`src/rtl/multicycle_control.sv`:
```
// Control FSM for the multicycle RV32I core: sequences fetch/decode/execute/memory/writeback.
// Optional JAL support is compiled in when the JAL_EN macro is defined.
module multicycle_control #(
  parameter int RET_CNT_W = 32
) (
  input  logic                 clk,
  input  logic                 reset,
  input  logic [6:0]           Opcode,
  input  logic [2:0]           funct3,
  input  logic                 funct7b5,
  input  logic                 Zero,
  input  logic                 MemReady,
  output logic                 PCWrite,
  output logic                 AdrSrc,
  output logic                 MemWrite,
  output logic                 IRWrite,
  output logic                 RegWrite,
  output logic [1:0]           ResultSrc,
  output logic [1:0]           ALUSrcA,
  output logic [1:0]           ALUSrcB,
  output logic [1:0]           ImmSrc,
  output logic [2:0]           ALUControl,
  output logic                 Illegal,
  output logic [RET_CNT_W-1:0] InstrRetired
);

  localparam logic [3:0] S_FETCH  = 4'd0;
  localparam logic [3:0] S_DECODE = 4'd1;
  localparam logic [3:0] S_MEMADR = 4'd2;
  localparam logic [3:0] S_MEMRD  = 4'd3;
  localparam logic [3:0] S_MEMWB  = 4'd4;
  localparam logic [3:0] S_MEMWR  = 4'd5;
  localparam logic [3:0] S_EXER   = 4'd6;
  localparam logic [3:0] S_EXEI   = 4'd7;
  localparam logic [3:0] S_ALUWB  = 4'd8;
  localparam logic [3:0] S_BEQ    = 4'd9;
`ifdef JAL_EN
  localparam logic [3:0] S_JAL    = 4'd10;
  localparam logic [6:0] OP_JAL   = 7'b1101111;
`endif

  localparam logic [6:0] OP_LW  = 7'b0000011;
  localparam logic [6:0] OP_SW  = 7'b0100011;
  localparam logic [6:0] OP_R   = 7'b0110011;
  localparam logic [6:0] OP_I   = 7'b0010011;
  localparam logic [6:0] OP_BEQ = 7'b1100011;

  localparam logic [2:0] ALU_ADD = 3'b000;
  localparam logic [2:0] ALU_SUB = 3'b001;
  localparam logic [2:0] ALU_AND = 3'b010;
  localparam logic [2:0] ALU_OR  = 3'b011;
  localparam logic [2:0] ALU_SLT = 3'b101;

  logic [3:0]           state_q, state_d;
  logic [RET_CNT_W-1:0] ret_q, ret_d;
  logic                 retire;

  // sub is only reachable from register-register ops; addi ignores funct7b5
  function automatic logic [2:0] alu_dec(input logic [2:0] f3, input logic f7, input logic is_r);
    case (f3)
      3'b000:  alu_dec = (is_r && f7) ? ALU_SUB : ALU_ADD;
      3'b010:  alu_dec = ALU_SLT;
      3'b110:  alu_dec = ALU_OR;
      3'b111:  alu_dec = ALU_AND;
      default: alu_dec = ALU_ADD;
    endcase
  endfunction

  always_comb begin
    state_d      = state_q;
    retire       = 1'b0;
    PCWrite      = 1'b0;
    AdrSrc       = 1'b0;
    MemWrite     = 1'b0;
    IRWrite      = 1'b0;
    RegWrite     = 1'b0;
    ResultSrc    = 2'b00;
    ALUSrcA      = 2'b00;
    ALUSrcB      = 2'b00;
    ALUControl   = ALU_ADD;
    Illegal      = 1'b0;

    case (Opcode)
      OP_SW:   ImmSrc = 2'b01;
      OP_BEQ:  ImmSrc = 2'b10;
`ifdef JAL_EN
      OP_JAL:  ImmSrc = 2'b11;
`endif
      default: ImmSrc = 2'b00;
    endcase

    case (state_q)
      S_FETCH: begin
        ALUSrcB   = 2'b10;
        ResultSrc = 2'b10;
        IRWrite   = MemReady;
        PCWrite   = MemReady;
        if (MemReady) state_d = S_DECODE;
      end
      S_DECODE: begin
        ALUSrcA = 2'b01;
        ALUSrcB = 2'b01;
        case (Opcode)
          OP_LW, OP_SW: state_d = S_MEMADR;
          OP_R:         state_d = S_EXER;
          OP_I:         state_d = S_EXEI;
          OP_BEQ:       state_d = S_BEQ;
`ifdef JAL_EN
          OP_JAL:       state_d = S_JAL;
`endif
          default: begin
            Illegal = 1'b1;
            state_d = S_FETCH;
          end
        endcase
      end
      S_MEMADR: begin
        ALUSrcA = 2'b10;
        ALUSrcB = 2'b01;
        state_d = (Opcode == OP_SW) ? S_MEMWR : S_MEMRD;
      end
      S_MEMRD: begin
        AdrSrc = 1'b1;
        if (MemReady) state_d = S_MEMWB;
      end
      S_MEMWB: begin
        ResultSrc = 2'b01;
        RegWrite  = 1'b1;
        retire    = 1'b1;
        state_d   = S_FETCH;
      end
      S_MEMWR: begin
        AdrSrc   = 1'b1;
        MemWrite = 1'b1;
        if (MemReady) begin
          retire  = 1'b1;
          state_d = S_FETCH;
        end
      end
      S_EXER: begin
        ALUSrcA    = 2'b10;
        ALUControl = alu_dec(funct3, funct7b5, 1'b1);
        state_d    = S_ALUWB;
      end
      S_EXEI: begin
        ALUSrcA    = 2'b10;
        ALUSrcB    = 2'b01;
        ALUControl = alu_dec(funct3, funct7b5, 1'b0);
        state_d    = S_ALUWB;
      end
      S_ALUWB: begin
        RegWrite = 1'b1;
        retire   = 1'b1;
        state_d  = S_FETCH;
      end
      S_BEQ: begin
        ALUSrcA    = 2'b10;
        ALUControl = ALU_SUB;
        PCWrite    = Zero;
        retire     = 1'b1;
        state_d    = S_FETCH;
      end
`ifdef JAL_EN
      S_JAL: begin
        ALUSrcA  = 2'b01;
        ALUSrcB  = 2'b10;
        PCWrite  = 1'b1;
        RegWrite = 1'b1;
        retire   = 1'b1;
        state_d  = S_FETCH;
      end
`endif
      default: state_d = S_FETCH;
    endcase

    ret_d        = retire ? ret_q + RET_CNT_W'(1) : ret_q;
    InstrRetired = ret_q;

    // reset quiets every output, including the counter view, in the same cycle
    if (reset) begin
      state_d      = S_FETCH;
      ret_d        = '0;
      PCWrite      = 1'b0;
      AdrSrc       = 1'b0;
      MemWrite     = 1'b0;
      IRWrite      = 1'b0;
      RegWrite     = 1'b0;
      ResultSrc    = 2'b00;
      ALUSrcA      = 2'b00;
      ALUSrcB      = 2'b00;
      ImmSrc       = 2'b00;
      ALUControl   = ALU_ADD;
      Illegal      = 1'b0;
      InstrRetired = '0;
    end
  end

  always_ff @(posedge clk) begin
    state_q <= state_d;
    ret_q   <= ret_d;
  end

endmodule

```
`config.mk`:
```
export PLATFORM = sky130hd
export DESIGN_NAME = multicycle_control
export DESIGN_NICKNAME = d
export VERILOG_FILES = /design/src/rtl/multicycle_control.sv
export SDC_FILE = /design/constraint.sdc
export NUM_CORES = 1
export LEC_CHECK = 0
export BUFFER_PORTS_ARGS = -buffer_cell sky130_fd_sc_hd__buf_2
export CORE_MARGIN = 2
export CORE_UTILIZATION = 47
export DETAILED_ROUTE_END_ITERATION = 8
export GPL_ROUTABILITY_DRIVEN = 1
export PLACE_DENSITY = 0.82
export SLEW_MARGIN = 20
export SYNTH_ARGS = -nofsm -noshare
export SYNTH_HDL_FRONTEND = slang
export SYNTH_SLANG_ARGS = --single-unit
```
`constraint.sdc`:
```
create_clock -name clk -period 1.9 [get_ports clk]
set_input_delay 0.095 -clock clk [delete_from_list [all_inputs] [get_ports clk]]
set_output_delay 0.095 -clock clk [all_outputs]
set_load 0.03 [all_outputs]
```
=== Word-level counts from Yosys, hierarchy flattened ===
Index checks and enable logic that the tools add are counted.
W data, S select, Z words.

* Memory bits (writable): 0
* Input bits: 15
* Bits in read-only memories: 0
* Memories kept: 0
* Output and inout bits: 49
* Bits in latches: 0
* Flip-flop bits (word level): 36
* Logic and storage cells: 69

* Shifts and indexed selects: 0
* Equality and inequality tests: 20
* Reduce and logical (&&, ||, !) cells: 11
* Divide/modulo/power cells: 0
* Bitwise logic cells: 0
* Multiply operators: 0
* Add/sub/neg operators: 1
* Order comparisons: 0
* Multiplexer cells: 35

{| class="wikitable"
|+ Operators with widths
! operator !! count
|-
| $add A32 B1 Y32 const B || 1
|-
| $mux W32 || 1
|-
| $pmux W4 S6 || 1
|-
| $pmux W3 S3 || 2
|-
| $eq A4 B3 Y1 const B || 4
|-
| $pmux W2 S2 || 4
|-
| $pmux W4 S4 || 1
|-
| $eq A7 B6 Y1 const B || 2
|-
| $mux W1 || 14
|-
| $mux W4 || 3
|-
| $pmux W3 S4 || 1
|-
| $eq A4 B2 Y1 const B || 2
|-
| $eq A4 B4 Y1 const B || 2
|-
| $mux W2 || 4
|-
| $reduce_or A2 Y1 || 4
|-
| $eq A7 B2 Y1 const B || 1
|-
| $eq A7 B5 Y1 const B || 1
|-
| $eq A7 B7 Y1 const B || 1
|-
| $eq A3 B3 Y1 const B || 2
|-
| $mux W3 || 2
|-
| $ne A2 B2 Y1 const B || 3
|-
| $reduce_or A3 Y1 || 2
|-
| $reduce_or A5 Y1 || 1
|-
| $eq A4 B1 Y1 const B || 1
|-
| other kinds (6) || 7
|}

=== Longest topological paths before layout ===
Gate-level depths: netlist of run 1.

* Word-level depth: 5
* Gate-level depth with buffers: 7
* Gate-level depth less buffers: 5

=== Worst setup path after synthesis of run 1 ===
OpenSTA, ideal clock, no wires.

* Path type: reg2out
* Start: reg state_q[0]
* End: out IRWrite
* Required time: 1.805 ns
* Stages on the path, launching flop included: 4
* Setup slack: -0.035 ns
* Buffers on the path: 0
* Arrival time: 1.840 ns
* Path through: dfxtp_1 > or3_1 > nor3_1 > and2_1

* Cells in the longest elaborated chain, start to end: 3

{| class="wikitable"
|+ RTL lines
! element !! line !! text
|-
| from (decl) || 54 || <nowiki>logic [3:0] state_q, state_d;</nowiki>
|-
| from (signal assigned) || 199 || <nowiki>state_q <= state_d;</nowiki>
|-
| $logic_not A4 Y1 || 92 || <nowiki>case (state_q)</nowiki>
|-
| $mux W1 || 92 ||
|-
| $mux W1 || 180 || <nowiki>if (reset) begin</nowiki>
|-
| to (decl) || 16 || <nowiki>output logic IRWrite,</nowiki>
|}

Every way passes these cells.

=== Worst setup path after layout of run 1 ===
* Start: reg ret_q[8]
* End: reg ret_q[21]

* Cells in the longest elaborated chain, start to end: 1

{| class="wikitable"
|+ RTL lines
! element !! line !! text
|-
| from (decl) || 55 || <nowiki>logic [RET_CNT_W-1:0] ret_q, ret_d;</nowiki>
|-
| from (signal assigned) || 200 || <nowiki>ret_q <= ret_d;</nowiki>
|-
| $add A32 B1 Y32 || 176 || <nowiki>ret_d = retire ? ret_q + RET_CNT_W'(1) : ret_q;</nowiki>
|}

Every way passes these cells.
A chain may end at the register's enable or synchronous reset.

==> results by group, run 1 <==
Outcome
  – Outcome: completed

Global route
  – Largest net degree at the start of global routing: 47
  – Total grt overflow: 0
  – Vias in the first global route: 2057
  – Initial antenna violation count: 0
  – First-pass GRT wire length: slightly below 9000 um
  – GRT Util Overall: 21.1%

Synthesis
  – Syn avg cell area: 7.71 um^2
  – Number of synthesized flops with an enable pin: 0
  – YS warnings: 0
  – FF+latch count, synth: 36
  – Post-Syn Area: 2190 um^2
  – Top cells by area, synth: dfxtp_1 (33%), nor2b_1 (10%), xnor2_1 (7.6%)
  – Post-synthesis instance total: around 280
  – Largest area contributor in the netlist: dfxtp_1
  – Yosys top cell area share: roughly 33%
  – Sequential area share after synthesis: 32.9%
  – Post-synth ARST share: 0%
  – Main flop type after synthesis: dfxtp_1
  – Post-Syn Nets: 300
  – Cell variety after synth: between 40 and 50

Die
  – Initial cell density of the core: between 40% and 50%
  – Total core area: approximately 4400 um^2
  – Die footprint: 5220 um^2
  – Die Wd: 72.3 um
  – Ports: 64
  – Die height: about 72 um
  – FP Rows: 24

CTS
  – H-tree depth: 2
  – Clock buffer depth: 2
  – Total CTS buffers: 5
  – Hold Buf Count CTS: 0
  – Clk slew on worst S/H paths: 0.07 ns
  – Latest clock arrival within the worst-skew pair: just under 0.3 ns
  – Clock net sink count: 36
  – TritonCTS clock tree: built
  – Clk root buf: clkbuf_8

Finish
  – Number of fill cells: 380
  – Share of layout cells above drive strength 1: approximately a third
  – Fin area: ~2900 um^2
  – Nets@finish: 386
  – Final Core Density: between 60% and 70%
  – Antenna diodes: 0
  – Area Overhead vs Synth: 32.0%

STA
  – FMAX: 0.541 GHz
  – RSZ-0062 raised after global routing: true
  – Worst Tran Pin Value: 0.445 ns
  – Post-route clock period utilization: 97.3%
  – Max-slew violations: 0
  – Layout Skew: 0.00377 ns
  – Max-slew headroom at the worst pin: about 70%
  – Min Tclk post-route: 1.85 ns
  – Final hold violation count: 0
  – Final Setup Violations: 0

Critical path
  – CP endpoint kind: register
  – Crit start category: register
  – Setup CP Type: reg2reg
  – Crit-path slowest cell: or4_1
  – Crit-path max cell delay: 0.53 ns
  – Critical path startpoint: ret_q[8]
  – Crit Reg-Reg Startpoint: ret_q[8]
  – Crit path required time: about 2.1 ns
  – CP Cell Sequence: nand4_1, or2_1, or3_4, or4_1, a21oi_1
  – Worst-path fanout max: 5
  – Setup crit end: ret_q[21]
  – Path depth of the worst reg2reg path: 5
  – Reg2reg end: ret_q[21]
  – Flop-to-flop setup slack: 0.05 ns
  – Crit path arrival time: 2.06 ns

Placement
  – Area after DPL: between 2000 and 3000 um^2
  – Final GP Congestion: 0.855
  – PortBufs: 63
  – Dpl hpwl: 3900 um

Drt
  – Vias per cell: 5.47
  – Remaining antenna violation count after routing: 0
  – Iter 0 DRT Violations: roughly 140
  – Wirelength per Cell: 13.4 um
  – Total Wirelength: 5670 um
  – Post-route DRC: 0
  – Routed vias: 2312
  – First drt pass iteration count: 4

Pwr
  – IR Drop Worst-Case VDD: approximately 320 uV
  – Leakage: around 0.0012 uW
  – Pwr dens: slightly below 500 nW/um^2

Job
  – Max Cap Viol: 0

Hold path
  – Worst hold path type: in2reg
## layout make-up
cell class,instances,area [um^2],area share (%)
Sequential cell,36,727,25.2
Multi-Input combinational cell,228,1420,49.1
Inverter,3,11.3,0.390
Timing Repair Buffer,96,577,20.0
Clock buffer,8,90.1,3.12
Tap cell,52,65.1,2.25
## how the worst min path moves through the flow
stage / startpoint / endpoint / slack (ns) / depth (start not counted)
2_1_floorplan: MemReady / state_q[0] / 0.21 / 1
3_3_place_gp: MemReady / state_q[0] / 0.39 / 2
3_5_place_dp: MemReady / state_q[0] / 0.41 / 2
4_1_cts: MemReady / state_q[0] / 0.1 / 2
5_1_grt: MemReady / state_q[0] / 0.11 / 2
6_report: MemReady / state_q[0] / 0.12 / 2
## per-stage QoR
step	TNS (ns)	power, uW	cells	hold slack [ns]	setup WS, ns
finish	0	1440	423	0.118	0.0516
global route	-0.189	1490	423	0.114	-0.0552
CTS	0	1450	421	0.0997	0.0132
detailed placement	-0.00315	896	412	0.405	-0.00315
global placement	0	893	412	0.394	0.112
floorplan	-0.00421	855	284	0.209	-0.00421
## worst max-delay path, delay by kind of cell, from the launching register on
kind / cells / cell delay [ns]
DFF: 1 / 0.33
and+or+nand+nor: 4 / 1.33
AOI/OAI and AO/OA: 1 / 0.13
## logic make-up (layout without fill, tap and decap cells)
| logic type | after synthesis | count (layout) | synth area share (%) |
|---|---|---|---|
| adders and majority gates | 1 | 1 | 0.571 |
| AOI/OAI and AO/OA | 35 | 35 | 9.37 |
| muxes | 4 | 4 | 2.06 |
| DFF | 36 | 36 | 32.9 |
| and+or+nand+nor | 167 | 167 | 42.6 |
| buffers and inverters | 20 | 107 | 4.11 |
| xor gates and xnor gates | 21 | 21 | 8.40 |
## registers in the layout, summed over array words and instances (netlist names)
signal,cells
ret_q,32
state_q,4
## per-layer routing
layer	routed length, um	global-route usage [%]	vias to the layer above
met1	2480	26.6	1063
met5	0	0	-
met3	319	3.47	7
met2	2810	36.1	81
li1	-	-	1161
met4	59	7.97	0
## repair_timing
item	4_1_cts	5_1_grt
setup endpoints to repair	2	7
pin swaps	2	9
gates resized for setup	5	13
setup buffers	1	2
## layout by cell type, fill, tap and decap left out, types with 4 or more instances in the layout
master,netlist,routed
buf_2,0,62
nor2_1,37,37
nor2b_1,36,36
buf_4,0,31
dfxtp_1,36,31
xnor2_1,19,19
nand2_1,14,14
nand3_1,14,14
a21oi_1,15,12
nor3_1,12,11
nor4_1,10,8
o21ai_0,8,8
nand2b_1,7,7
nand4_1,7,7
or3_1,7,6
clkbuf_8,0,6
dfxtp_2,0,5
nor3b_1,4,4
mux2_2,4,4
## power breakdown
part / switching, uW / internal, uW / leakage (uW)
Clock: 260 / 296 / 0.0000455
Combinational: 82.9 / 41.9 / 0.000879
Sequential: 1.20 / 756 / 0.000293
Total: 344 / 1090 / 0.00122
## cells in the mapped netlist, types with 2 or more instances
cell,number
nand3_1,14
o31ai_1,2
or3_1,7
dfxtp_1,36
xor2_1,2
nor4_1,10
and3_1,2
o21ai_0,8
nor3b_1,4
inv_1,3
nor2_1,37
nor4b_1,3
or4_1,4
a21o_1,2
buf_1,5
mux2_2,4
o31a_1,2
a21oi_1,15
xnor2_1,19
and2_1,2
nand2_1,14
buf_6,2
nor3_1,12
clkbuf_1,10
nand4_1,7
nor2b_1,36
a31oi_1,2
nand2b_1,7
No activity file was read; power rests on OpenSTA's default activity.
==> run 2: changes to the inputs <==
--- a/config.mk
+++ b/config.mk
@@ -7,10 +7,10 @@
 export LEC_CHECK = 0
 export BUFFER_PORTS_ARGS = -buffer_cell sky130_fd_sc_hd__buf_2
 export CORE_MARGIN = 2
-export CORE_UTILIZATION = 47
+export CORE_UTILIZATION = 46
 export DETAILED_ROUTE_END_ITERATION = 8
 export GPL_ROUTABILITY_DRIVEN = 1
-export PLACE_DENSITY = 0.82
+export PLACE_DENSITY = 0.81
 export SLEW_MARGIN = 20
 export SYNTH_ARGS = -nofsm -noshare
 export SYNTH_HDL_FRONTEND = slang
==> results by group, run 2 (synthesized netlist as in run 1, its figures left out) <==
CTS
  – Hold Buf Count CTS: 0 (unchanged)
  – Post-CTS setup buffer count: 0 (-1)
  – Total CTS buffers: 5 (unchanged)
  – H-tree depth: 2 (unchanged)
  – Clk root buf: clkbuf_8
  – Clock net sink count: 36 (unchanged)
  – TritonCTS clock tree: built
  – Latest clock arrival within the worst-skew pair: 0.29 ns (about the same)
  – Clk slew on worst S/H paths: 0.08 ns (about the same)
  – Clock buffer depth: 2 (unchanged)

Finish
  – Most frequent cells in the layout: buf_2 (62), nor2_1 (37), nor2b_1 (36)
  – Nets@finish: 379 (-1.8%)
  – Register with the highest flop count: ret_q
  – Most common cell after layout, fill and taps aside: buf_2
  – Antenna diodes: 0 (unchanged)
  – Share of layout cells above drive strength 1: 31.9% (-1.3 points)
  – Number of fill cells: 433 (+14%)
  – Area Overhead vs Synth: 31.0%
  – Regs by FF count: ret_q: 32 flops, state_q: 4 flops
  – Non-filler cells, final: 418 (-1.2%)
  – Max reg flops: 32 (unchanged)

Die
  – Ports: 64 (unchanged)
  – Initial cell density of the core: 47.0% (-2.6 points)
  – Die footprint: 5330 um^2 (+2.0%)
  – Die height: 73.0 um (+1.0%)
  – Die Wd: 73.0 um (+1.0%)
  – FP Rows: 25 (+4.2%)
  – Total core area: 4660 um^2 (+5.6%)

Drt
  – Iter 0 DRT Violations: 99 (-27%)
  – Post-route DRC: 0 (unchanged)
  – Total Wirelength: 5350 um (-5.7%)
  – Remaining antenna violation count after routing: 0 (unchanged)
  – Vias per cell: 5.40 (-1.2%)
  – Wirelength per Cell: 12.8 um (-4.5%)
  – Routed vias: 2258 (-2.3%)
  – First drt pass iteration count: 4 (unchanged)

Placement
  – Dpl hpwl: 3790 um (-2.8%)
  – PortBufs: 63 (unchanged)
  – Final GP Congestion: 0.806 (-5.7%)
  – Placed Cells: 410 (-0.49%)

Pwr
  – Clock power frac: 43.5% (+4.9 points)
  – IR Drop Worst-Case VDD: 415 uV (+31%)
  – Pwr dens: 544 nW/um^2 (+9.5%)
  – Seq pwr share: 48.5% (-4.2 points)
  – Sw power: 374 uW (+8.7%)
  – Overall Power: 1560 uW (+8.6%)
  – Sw frac: 23.9% (+0.027 points)
  – Logic pwr share: 8.1% (-0.6 points)
  – Leakage: 0.00119 uW (-2.0%)
  – P_int: 1190 uW (+8.6%)

STA
  – Max-slew headroom at the worst pin: 73.9% (+3.5 points)
  – Final setup TNS: 0 ns (unchanged)
  – FMAX: 0.538 GHz (-0.60%)
  – Worst Tran Pin Value: 0.388 ns (-0.0566 ns)
  – Post-route clock period utilization: 97.9% (+0.58 points)
  – Layout Skew: 0.00653 ns (+0.00276 ns)
  – Max-slew violations: 0 (unchanged)
  – Final hold violation count: 0 (unchanged)
  – RSZ-0062 raised after global routing: true
  – Min Tclk post-route: 1.86 ns (+0.0111 ns)
  – Final Setup Violations: 0 (unchanged)

Global route
  – Vias in the first global route: 1938 (-5.8%)
  – Largest net degree at the start of global routing: 61 (+30%)
  – Initial antenna violation count: 0 (unchanged)
  – GRT Util Overall: 20.3% (-0.81 points)
  – Total grt overflow: 0 (unchanged)
  – First-pass GRT wire length: 8650 um (-2.7%)

Critical path
  – Crit path arrival time: 2.09 ns (+0.03 ns)
  – Crit start category: register
  – Crit path required time: 2.13 ns (about the same)
  – Setup CP Type: reg2reg
  – CP endpoint kind: register
  – Worst-path fanout max: 7 (+2)

Hold path
  – Worst hold path type: in2reg

Outcome
  – Outcome: completed

Job
  – Max Cap Viol: 0 (unchanged)
run 2: metrics by stage:
| stage | area (um^2) | setup WS [ns] | utilization [%] | hold slack [ns] |
|---|---|---|---|---|
| global route | 2870 | -0.0102 | 61.5 | 0.101 |
| CTS | 2840 | 0.00954 | 60.8 | 0.0792 |
| detailed placement | 2710 | 0.0105 | 58.1 | 0.388 |
| finish | 2870 | 0.0405 | 61.5 | 0.0886 |
| global placement | 2710 | 0.104 | 58.1 | 0.386 |
| floorplan | 2190 | -0.00421 | - | 0.209 |
run 2: per-layer routing:
layer  global-route usage, %  share of wire, %  up-vias  routed length (um)
li1                        -                 -     1155                   -
met4                    5.97               1.2        0                  63
met1                    25.9                47     1027                2500
met3                    4.83               5.4        7                 288
met2                    33.9                47       69                2500
met5                       0                 0        -                   0
run 2: path summary, 6_finish.rpt:
| check | cells after the start | slack (ns) | from | to |
|---|---|---|---|---|
| worst max-delay path | 5 | 0.04 | ret_q[5] | ret_q[23] |
| worst min-delay path | 2 | 0.09 | MemReady | state_q[0] |
| worst max register to register | 5 | 0.04 | ret_q[5] | ret_q[23] |
| worst min register to register | 2 | 0.49 | ret_q[31] | ret_q[31] |
run 2: layout make-up:
cell class | instances | area [um^2] | area share (%)
multi-input combinational | 228 | 1420 | 49.5
sequential | 36 | 726 | 25.3
timing repair buffer | 89 | 533 | 18.6
clock buffer | 5 | 68.8 | 2.40
tap | 54 | 67.6 | 2.36
clock inverter | 3 | 42.5 | 1.48
inverter | 3 | 11.3 | 0.393
run 2: repair_timing:
item,in CTS,in global routing
pin swaps,1,4
cloned,0,0
endpoints found under the setup margin,1,9
gates resized for setup,5,10
run 2: critical path, cell delays in order (launching register included):
cell and delay (ns):
dfxtp_2 0.33, nand4_1 0.14, or2_1 0.27, or3_4 0.41, or4_1 0.51, a21oi_1 0.14
run 2: power groups by stage:
| stage | Combinational (uW) | Sequential, uW | Clock [uW] |
|---|---|---|---|
| finish | 126 | 757 | 678 |
| global route | 137 | 757 | 718 |
| CTS | 125 | 757 | 688 |
| detailed placement | 123 | 774 | 0 |
| global placement | 121 | 774 | 0 |
| floorplan | 79.5 | 775 | 0 |
